### src/rtl/uart_mem_loader.sv
// UART firmware loader: receives SYNC, ADDR, COUNT and data words and writes them to the data bus.
// Define UART_MEM_LOADER_CHECKSUM_EN to require a trailing XOR checksum byte per frame.
`timescale 1ns/1ps
module uart_mem_loader #(
    parameter int unsigned XLEN         = 32,
    parameter int unsigned CLKS_PER_BIT = 868,
    parameter logic [7:0]  SYNC_BYTE    = 8'hA5
) (
    input  logic            clk,
    input  logic            rst,
    input  logic            uart_rx,
    output logic            bus_req,
    input  logic            bus_gnt,
    output logic [XLEN-1:0] bus_addr,
    output logic [XLEN-1:0] bus_wdata,
    output logic [3:0]      bus_we,
    output logic            core_hold,
    output logic            done,
    output logic            err,
    output logic            busy
);

    localparam int unsigned    CNT_W    = $clog2(CLKS_PER_BIT);
    localparam logic [CNT_W-1:0] HALF_BIT = CNT_W'(CLKS_PER_BIT / 2 - 1);
    localparam logic [CNT_W-1:0] FULL_BIT = CNT_W'(CLKS_PER_BIT - 1);
    localparam logic [CNT_W-1:0] CNT_ONE  = CNT_W'(1);

    typedef enum logic [1:0] {RX_IDLE, RX_START, RX_DATA, RX_STOP} rx_state_t;

    typedef enum logic [2:0] {
        S_IDLE, S_ADDR, S_LEN, S_DATA, S_WRITE, S_CSUM, S_FINISH
    } state_t;

`ifdef UART_MEM_LOADER_CHECKSUM_EN
    localparam state_t S_TAIL = S_CSUM;
`else
    localparam state_t S_TAIL = S_FINISH;
`endif

    logic rx_meta, rx_sync, rx_prev;

    // NOTE: non-blocking assignments make each flop sample the previous stage's old value,
    // which is what builds the two-stage synchroniser chain; blocking would collapse it.
    always_ff @(posedge clk or posedge rst) begin
        if (rst) begin
            rx_meta <= 1'b1;
            rx_sync <= 1'b1;
            rx_prev <= 1'b1;
        end else begin
            rx_meta <= uart_rx;
            rx_sync <= rx_meta;
            rx_prev <= rx_sync;
        end
    end

    rx_state_t        rx_state;
    logic [CNT_W-1:0] rx_cnt;
    logic [2:0]       rx_bit;
    logic [7:0]       rx_shift;
    logic             rx_valid;
    logic             rx_ferr;

    always_ff @(posedge clk or posedge rst) begin
        if (rst) begin
            rx_state <= RX_IDLE;
            rx_cnt   <= '0;
            rx_bit   <= '0;
            rx_shift <= '0;
            rx_valid <= 1'b0;
            rx_ferr  <= 1'b0;
        end else begin
            rx_valid <= 1'b0;
            rx_ferr  <= 1'b0;
            case (rx_state)
                RX_IDLE: begin
                    if (rx_prev && !rx_sync) begin
                        rx_state <= RX_START;
                        rx_cnt   <= '0;
                    end
                end
                RX_START: begin
                    // Line back high at mid-start means a glitch, not a start bit.
                    if (rx_cnt == HALF_BIT) begin
                        rx_cnt   <= '0;
                        rx_bit   <= '0;
                        rx_state <= rx_sync ? RX_IDLE : RX_DATA;
                    end else begin
                        rx_cnt <= rx_cnt + CNT_ONE;
                    end
                end
                RX_DATA: begin
                    if (rx_cnt == FULL_BIT) begin
                        rx_cnt   <= '0;
                        rx_shift <= {rx_sync, rx_shift[7:1]};
                        rx_bit   <= rx_bit + 3'd1;
                        if (rx_bit == 3'd7) begin
                            rx_state <= RX_STOP;
                        end
                    end else begin
                        rx_cnt <= rx_cnt + CNT_ONE;
                    end
                end
                RX_STOP: begin
                    if (rx_cnt == FULL_BIT) begin
                        rx_cnt   <= '0;
                        rx_state <= RX_IDLE;
                        rx_valid <= rx_sync;
                        rx_ferr  <= !rx_sync;
                    end else begin
                        rx_cnt <= rx_cnt + CNT_ONE;
                    end
                end
                default: rx_state <= RX_IDLE;
            endcase
        end
    end

    state_t      state;
    logic [1:0]  byte_cnt;
    logic [15:0] remaining;
    logic        abort;

    // Framing errors mid-frame and bytes arriving before a pending write drains both kill the frame.
    assign abort = (rx_ferr && state != S_IDLE) || (rx_valid && state == S_WRITE);

`ifdef UART_MEM_LOADER_CHECKSUM_EN
    logic [7:0] csum;

    always_ff @(posedge clk or posedge rst) begin
        if (rst) begin
            csum <= '0;
        end else if (state == S_IDLE) begin
            csum <= '0;
        end else if (rx_valid && (state == S_ADDR || state == S_LEN || state == S_DATA)) begin
            csum <= csum ^ rx_shift;
        end
    end
`endif

    always_ff @(posedge clk or posedge rst) begin
        if (rst) begin
            state     <= S_IDLE;
            byte_cnt  <= '0;
            remaining <= '0;
            bus_addr  <= '0;
            bus_wdata <= '0;
            bus_req   <= 1'b0;
            bus_we    <= 4'h0;
            core_hold <= 1'b0;
            done      <= 1'b0;
            err       <= 1'b0;
            busy      <= 1'b0;
        end else begin
            done <= 1'b0;
            if (abort) begin
                state     <= S_IDLE;
                bus_req   <= 1'b0;
                bus_we    <= 4'h0;
                core_hold <= 1'b0;
                busy      <= 1'b0;
                err       <= 1'b1;
            end else begin
                case (state)
                    S_IDLE: begin
                        if (rx_valid && rx_shift == SYNC_BYTE) begin
                            state     <= S_ADDR;
                            byte_cnt  <= '0;
                            err       <= 1'b0;
                            core_hold <= 1'b1;
                            busy      <= 1'b1;
                        end
                    end
                    S_ADDR: begin
                        if (rx_valid) begin
                            byte_cnt <= byte_cnt + 2'd1;
                            if (byte_cnt == 2'd3) begin
                                bus_addr <= {rx_shift, bus_addr[XLEN-1:10], 2'b00};
                                state    <= S_LEN;
                            end else begin
                                bus_addr <= {rx_shift, bus_addr[XLEN-1:8]};
                            end
                        end
                    end
                    S_LEN: begin
                        if (rx_valid) begin
                            remaining <= {rx_shift, remaining[15:8]};
                            byte_cnt  <= byte_cnt + 2'd1;
                            if (byte_cnt[0]) begin
                                byte_cnt <= '0;
                                state    <= ({rx_shift, remaining[15:8]} == 16'd0) ? S_TAIL : S_DATA;
                            end
                        end
                    end
                    S_DATA: begin
                        if (rx_valid) begin
                            bus_wdata <= {rx_shift, bus_wdata[XLEN-1:8]};
                            byte_cnt  <= byte_cnt + 2'd1;
                            if (byte_cnt == 2'd3) begin
                                state   <= S_WRITE;
                                bus_req <= 1'b1;
                                bus_we  <= 4'hF;
                            end
                        end
                    end
                    S_WRITE: begin
                        if (bus_gnt) begin
                            bus_req   <= 1'b0;
                            bus_we    <= 4'h0;
                            bus_addr  <= bus_addr + XLEN'(4);
                            remaining <= remaining - 16'd1;
                            state     <= (remaining == 16'd1) ? S_TAIL : S_DATA;
                        end
                    end
`ifdef UART_MEM_LOADER_CHECKSUM_EN
                    S_CSUM: begin
                        if (rx_valid) begin
                            if (rx_shift == csum) begin
                                state <= S_FINISH;
                            end else begin
                                state     <= S_IDLE;
                                core_hold <= 1'b0;
                                busy      <= 1'b0;
                                err       <= 1'b1;
                            end
                        end
                    end
`endif
                    S_FINISH: begin
                        done      <= 1'b1;
                        core_hold <= 1'b0;
                        busy      <= 1'b0;
                        state     <= S_IDLE;
                    end
                    default: state <= S_IDLE;
                endcase
            end
        end
    end

endmodule

### config.mk
export PLATFORM = sky130hd
export DESIGN_NAME = uart_mem_loader
export DESIGN_NICKNAME = d
export VERILOG_FILES = /design/src/rtl/uart_mem_loader.sv
export SDC_FILE = /design/constraint.sdc
export NUM_CORES = 1
export LEC_CHECK = 0
export BUFFER_PORTS_ARGS = -buffer_cell sky130_fd_sc_hd__buf_2
export CAP_MARGIN = 0
export CORE_MARGIN = 5
export CORE_UTILIZATION = 45
export CTS_CLUSTER_SIZE = 14
export DETAILED_ROUTE_END_ITERATION = 7
export MAX_ROUTING_LAYER = met4
export SYNTH_ARGS = -nofsm -noshare
export SYNTH_HDL_FRONTEND = slang
export SYNTH_SLANG_ARGS = --single-unit
### constraint.sdc
create_clock -name clk -period 12.85 [get_ports clk]
set_input_delay 3.855 -clock clk [delete_from_list [all_inputs] [get_ports clk]]
set_output_delay 3.855 -clock clk [all_outputs]
set_load 0.03 [all_outputs]
==> Yosys cells after proc, flatten, opt, wreduce, memory -nomap -nowiden <==
Cells that the tools add are included.
{ "op_classes": {"addsub": 5, "eq_ne": 32, "n_mux": 60, "bitwise": 1, "reduce_logical": 31} }
{ "ops": {"columns": ["operator", "n"], "rows": [
  ["$mux W32", 2],
  ["$pmux W32 S2", 1],
  ["$mux W3", 13],
  ["$add A32 B3 Y32 const B", 1],
  ["$mux W16", 2],
  ["$pmux W16 S2", 1],
  ["$mux W10", 3],
  ["$pmux W10 S3", 1],
  ["$ne A3 B3 Y1 const B", 8],
  ["$mux W2", 11],
  ["$ne A2 B2 Y1 const B", 9],
  ["$eq A16 B1 Y1 const B", 1],
  ["$logic_not A16 Y1", 1],
  ["$mux W4", 4],
  ["$sub A16 B1 Y16 const B", 1],
  ["$mux W1", 15],
  ["$pmux W3 S5", 1],
  ["$reduce_and A4 Y1", 3],
  ["$reduce_bool A3 Y1", 4],
  ["$add A10 B1 Y10 const B", 1],
  ["$eq A10 B10 Y1 const B", 1],
  ["$eq A10 B9 Y1 const B", 1],
  ["$reduce_and A5 Y1", 2],
  ["$reduce_bool A2 Y1", 5],
  ["24 further kinds", 37]
]} }
{ "totals": {"reg_bits": 121, "in_bits": 4, "out_inout_bits": 73, "wordCells": 148} }

==> Longest topological paths before layout <==
Gate-level depths: netlist (run 1).
{ "logic_depth": {"word_depth": 6, "depth_mapped": 8, "depth_no_buf": 7} }

==> Worst setup path before layout (run 1) <==
No wires, ideal clock.
{ "synth_path": {"kind": "input port to flip-flop", "from": "input bus_gnt", "to": "register bus_addr[10]", "setup_ns": 0.126, "arrival_time_ns": 5.056, "required_ns": 12.724, "setup_slack_ns": 7.668, "cell_stages": 5, "path_buffers": 2, "path_cell_list": "nand4bb_1 > a211oi_1 > clkbuf_1 > buf_2 > a21oi_1"} }
{ "synth_between": {"elab_chain_len": 2} }
{ "synth_lines": {"columns": ["element", "line_no", "source"], "rows": [
  ["start, declared", "13", "input logic bus_gnt,"],
  ["$ne A2 B2 Y1 (no source line)", null, null],
  ["$reduce_and A4 Y1 (no source line)", null, null],
  ["end signal, assigned", "177", "bus_addr <= {rx_shift, bus_addr[XLEN-1:10], 2'b00};"],
  ["end signal, assigned", "180", "bus_addr <= {rx_shift, bus_addr[XLEN-1:8]};"],
  ["end signal, assigned", "209", "bus_addr <= bus_addr + XLEN'(4);"],
  ["end, declared", "14", "output logic [XLEN-1:0] bus_addr,"]
]} }
No other way between the ends.
A chain may end at the register's enable or synchronous reset.

==> Worst setup path after layout (run 1) <==
{ "layout_path": {"from": "input bus_gnt", "to": "register bus_addr[23]"} }
Same word-level chain as after synthesis.

==> impl_metrics.py, run 1 <==
metrics = {
    "route": {
        "via_per_inst": 5.92,
        "vias": 5332,
        "drt_iter0_markers": 573,
        "route.detailed.drc": 0,
        "ant_nets": 0,
        "wl_per_cell_um": 17.2,
        "dr.pass1.iters": 5,
        "wl_um": 15500,
    },
    "critical_path": {
        "cp.required_ps": 13150,
        "critPathKind": "primary input to flip-flop",
        "end_kind": "flip-flop",
        "crit_path_start_kind": "primary input",
        "cp.arrival_ps": 5670,
        "r2r_slack_ps": 10030,
        "crit_fanout": 37,
    },
    "global_route": {
        "gr-total-overflow": 0,
        "grt_pass1_wl_um": 26100,
        "antenna_found_initial": 0,
        "grt_pass1_vias": 5040,
        "grt_max_degree": 74,
        "grt_use_total_pct": 20.0,
    },
    "job": {
        "maxCapViolCount": 0,
    },
    "placed_design": {
        "place_hpwl_um": 10400,
        "gp_congestion": 0.880,
        "place_area_sq_um": 6730,
        "port_buffers": 76,
        "post-place-ws_ps": 7070,
    },
    "yosys": {
        "synth_cell_types": 66,
        "avgSynthCellArea_sq_um": 9.57,
        "synth_seq_cells": 117,
        "yosysSeqAreaShare_pct": 46.6,
        "synth_area_sq_um": 6280,
        "syn-num-nets": 670,
        "synth-edff-count": 0,
        "async_flop_share_pct": 100,
        "synthFlopType": "dfrtp_1",
        "ys_warn_count": 0,
        "syn_inst": 657,
    },
    "finish": {
        "syn2layout_area_growth_pct": 16.3,
        "layout_commonest_cell": "dfrtp_1",
        "final_nets": 721,
        "final_cell_mix": "dfrtp_1, buf_2, a21oi_1",
        "design_area_sq_um": 7310,
        "finish.utilization_pct": 53.1,
        "layout-drive-gt1-share_pct": 24.0,
        "n_antenna_cell": 0,
    },
    "timing": {
        "tightest_slew_ps": 1190,
        "setup_tns_ps": 0,
        "post-route-period-util_pct": 41.8,
        "max-slew-margin-rel_pct": 21.0,
        "rsz0062_at_grt": "no",
        "setup_viol": 0,
        "clock.fmax_mhz": 186,
        "hold_viol": 0,
        "final_max_slew_viol_count": 0,
        "finalCriticalPeriod_ps": 5370,
        "clock_skew_ps": 7.66,
        "setup_ws_ps": 7480,
    },
    "power": {
        "power_leakage_nw": 3.25,
        "powerDensity_nw_per_um2": 132,
        "irDropWorstVdd_uv": 95.7,
    },
    "floorplan": {
        "core_area_sq_um": 13800,
        "initial_core_util_pct": 45.6,
        "floorplan.die_area_sq_um": 16400,
        "pin_count": 77,
        "die_w_um": 128,
        "fp.dieH_um": 128,
        "rows": 43,
    },
    "clock_tree": {
        "tritoncts": "built",
        "postCtsSetupBuffers": 0,
        "clock-sinks": 117,
        "insertion_delay_ps": 420,
        "htree_levels": 4,
        "clkTransAtPathRegs_ps": 60,
        "root_buffer": "clkbuf_16",
        "cts_hold_buf": 0,
        "clockBufferDepth": 2,
        "numCtsBuffers": 17,
        "ctsResizeCount": 0,
    },
    "outcome": {
        "status": "completed",
    },
    "min_path": {
        "hold_class": "flip-flop to flip-flop",
    },
}
-- where the power goes --
part           internal (W)  switching, W
clock network      0.000276      0.000185
registers          0.000386     0.0000290
logic             0.0000363     0.0000542
total              0.000698      0.000268
-- worst max-delay path, cell delays in order --
cell and delay [ps]:
buf_2 120, nand4bb_1 170, a211o_1 950, nor2_1 90, a311o_1 350, o311a_1 120
-- logic make-up (layout without fill, tap and decap cells) --
kind of cell / after synthesis / count (layout) / share of synthesized area (%)
xor+xnor: 3 / 3 / 0.418
mux: 46 / 46 / 8.16
buf+inv: 65 / 129 / 4.42
fa+ha+maj: 9 / 9 / 1.79
flops: 117 / 117 / 46.6
simple gates: 228 / 228 / 19.4
compound gates: 189 / 189 / 19.2
-- stage by stage --
stage	total power (W)	cells	hold slack [ps]
2_1_floorplan	0.000494	657	345
3_3_place_gp	0.000509	869	349
3_5_place_dp	0.000513	869	354
4_1_cts	0.000977	901	363
5_1_grt	0.00101	901	366
6_report	0.000966	901	361
-- final timing paths --
| kind | from | endpoint | cells after the start |
|---|---|---|---|
| worst max-delay path | bus_gnt | bus_addr[23] | 6 |
| worst max register to register | state[2] | bus_addr[26] | 5 |
| worst min-delay path | rx_meta | rx_sync | 0 |
| worst min register to register | rx_meta | rx_sync | 0 |
| min in group asynchronous | rst | bus_wdata[19] | 2 |
| max in group asynchronous | rst | bus_addr[13] | 3 |
-- synth_stat cells (all sizes together), types with 11 or more instances --
master	n	area (sq um)
nor3	30	160
a31oi	14	87.6
nand4	12	75.1
nand3	23	115
o22ai	11	68.8
inv	16	60.1
dfrtp	114	2850
o21ai	47	235
mux2	42	473
nor4	14	93.8
a21oi	58	290
buf	16	93.8
clkbuf	33	124
nor2	38	143
nand2	55	206
-- final cells by class --
| class | instances | area [sq um] |
|---|---|---|
| fillers | 1310 | 6460 |
| well taps | 180 | 225 |
| inverters | 16 | 62.6 |
| repair buffers | 81 | 418 |
| flip-flops and latches | 117 | 2930 |
| clock buffers | 18 | 439 |
| clock inverters | 14 | 139 |
| multi-input cells | 475 | 3090 |
-- sequential cells by signal, summed over array words and instances (netlist names), 2 cells and up, named ones only --
| name | count |
|---|---|
| bus_wdata | 32 |
| rx_shift | 8 |
| byte_cnt | 2 |
| bus_addr | 32 |
| remaining | 16 |
| rx_cnt | 10 |
| rx_bit | 3 |
| state | 3 |
-- per-layer routing --
metal	share of wire, %	GRT usage [%]	routed length (um)	vias to the layer above
met1	47	27.9	7250	2589
met4	1.7	7.24	265	0
met2	46	28.7	7050	165
li1	-	-	-	2552
met5	0	-	0	-
met3	5.9	4.33	920	26
(Power assumes the default switching activity.)
==> run 2, diff against run 1 <==
Clock period 12.85 ns to 5.6 ns, I/O delays scaled along.
==> impl_metrics.py, run 2 (same netlist as run 1, synthesis figures left out) <==
metrics = {
    "finish": {
        "final_cell_mix": "dfrtp_1, buf_2, a21oi_1",
        "fill_cells": 1299,
        "layout-drive-gt1-share_pct": 23.9,
        "seqCellArea_sq_um": 2930,
        "largestRegisters": "bus_addr: 32 flops, bus_wdata: 32 flops, remaining: 16 flops",
        "final_nets": 723,
        "multi_input_area_sq_um": 3090,
        "n_antenna_cell": 0,
        "layout_commonest_cell": "dfrtp_1",
        "syn2layout_area_growth_pct": 17.2,
    },
    "route": {
        "via_per_inst": 5.92,
        "dr.pass1.iters": 5,
        "vias": 5350,
        "wl_per_cell_um": 16.9,
        "drt_iter0_markers": 443,
        "route.detailed.drc": 0,
        "ant_nets": 0,
        "wl_um": 15300,
    },
    "timing": {
        "setup_tns_ps": 0,
        "final_max_slew_viol_count": 0,
        "clock.fmax_mhz": 329,
        "finalCriticalPeriod_ps": 3040,
        "rsz0062_at_grt": "no",
        "hold_viol": 0,
        "max-slew-margin-rel_pct": 30.6,
        "setup_viol": 0,
        "clock_skew_ps": 6.69,
        "post-route-period-util_pct": 54.3,
        "tightest_slew_ps": 1030,
        "setup_ws_ps": 2560,
    },
    "floorplan": {
        "floorplan.die_area_sq_um": 16400,
        "initial_core_util_pct": 45.6,
        "core_area_sq_um": 13800,
        "pin_count": 77,
        "fp.dieH_um": 128,
        "rows": 43,
        "die_w_um": 128,
    },
    "clock_tree": {
        "clock-sinks": 117,
        "insertion_delay_ps": 410,
        "clockBufferDepth": 2,
        "cts_hold_buf": 0,
        "numCtsBuffers": 17,
        "postCtsSetupBuffers": 0,
        "htree_levels": 4,
        "ctsResizeCount": 0,
        "root_buffer": "clkbuf_16",
        "tritoncts": "built",
        "clkTransAtPathRegs_ps": 60,
    },
    "placed_design": {
        "gp_congestion": 0.882,
        "port_buffers": 76,
        "place_hpwl_um": 10600,
        "post-place-ws_ps": 2270,
    },
    "critical_path": {
        "cp.required_ps": 5910,
        "r2r_slack_ps": 2560,
        "slowest_stage": "nor3b_4",
        "cp_slowest_stage_delay_ps": 840,
        "critPathKind": "flip-flop to flip-flop",
        "end_kind": "flip-flop",
        "crit_path_start_kind": "flip-flop",
        "cp.arrival_ps": 3350,
        "crit_fanout": 50,
        "crit_chain": "nor3b_4 -> buf_4 -> nand2_1 -> nor3_1 -> o21ai_0 -> nor2b_1",
    },
    "global_route": {
        "grt_pass1_wl_um": 25600,
        "gr-total-overflow": 0,
        "grt_max_degree": 55,
        "grt_pass1_vias": 4881,
        "grt_use_total_pct": 19.8,
        "antenna_found_initial": 0,
    },
    "power": {
        "irDropWorstVdd_uv": 165,
        "powerDensity_nw_per_um2": 310,
        "power_leakage_nw": 3.27,
    },
    "min_path": {
        "hold_class": "flip-flop to flip-flop",
    },
    "outcome": {
        "status": "completed",
    },
    "job": {
        "maxCapViolCount": 0,
    },
}
run 2: cell count changes in the layout (fill, tap and decap cells not counted), sizes merged:
cell | previous run | this run
clkinv | 3 | 0
buf | 81 | 83
bufinv | 1 | 3
clkbuf | 18 | 22
clkinvlp | 3 | 5
inv | 23 | 18
run 2: cell type report:
type / instances / share of cell area, %
Multi-Input combinational cell: 475 / 42.0
Tap cell: 180 / 3.06
Timing Repair Buffer: 83 / 5.88
Sequential cell: 117 / 39.8
Inverter: 16 / 0.849
Clock buffer: 22 / 6.44
Clock inverter: 10 / 1.97
run 2: power by group:
part	internal (W)	switching (W)	total, W	leakage, nW
sequential	0.000886	0.0000668	0.000953	1.46
combinational	0.0000837	0.000125	0.000209	1.52
clock	0.000737	0.000386	0.00112	0.286
total	0.00171	0.000578	0.00229	3.27
run 2: per-layer routing:
metal / GRT usage (%) / wire (um) / vias up / part of all wire, %
met5: - / 0 / - / 0
met4: 7.24 / 324 / 0 / 2.1
met3: 3.75 / 719 / 22 / 4.7
met2: 28.9 / 6930 / 125 / 45
met1: 27.7 / 7320 / 2627 / 48
li1: - / - / 2576 / -
run 2: worst paths after layout:
| path | from | end | cells after the start |
|---|---|---|---|
| setup reg to reg | state[2] | bus_addr[21] | 6 |
| max in group asynchronous | rst | bus_addr[18] | 3 |
| setup / recovery | state[2] | bus_addr[21] | 6 |
| hold reg to reg | rx_meta | rx_sync | 0 |
| hold / removal | rx_meta | rx_sync | 0 |
| min in group asynchronous | rst | rx_bit[2] | 2 |
run 2: per-stage QoR:
stage / std cells / power, W / area [sq um] / util (%) / hold slack, ps
after floorplan: 657 / 0.00113 / 6280 / - / 345
after global placement: 871 / 0.00117 / 6750 / 49.0 / 348
after detailed placement: 871 / 0.00118 / 6750 / 49.0 / 349
after global routing: 903 / 0.00239 / 7370 / 53.5 / 360
after CTS: 903 / 0.00231 / 7370 / 53.5 / 357
final: 903 / 0.00229 / 7370 / 53.5 / 356
run 2: critical path, delay by kind of cell, from the launching register on:
| family | cells | cell delay, ps |
|---|---|---|
| compound gates | 1 | 160 |
| buf+inv | 1 | 550 |
| flops | 1 | 740 |
| simple gates | 4 | 1480 |
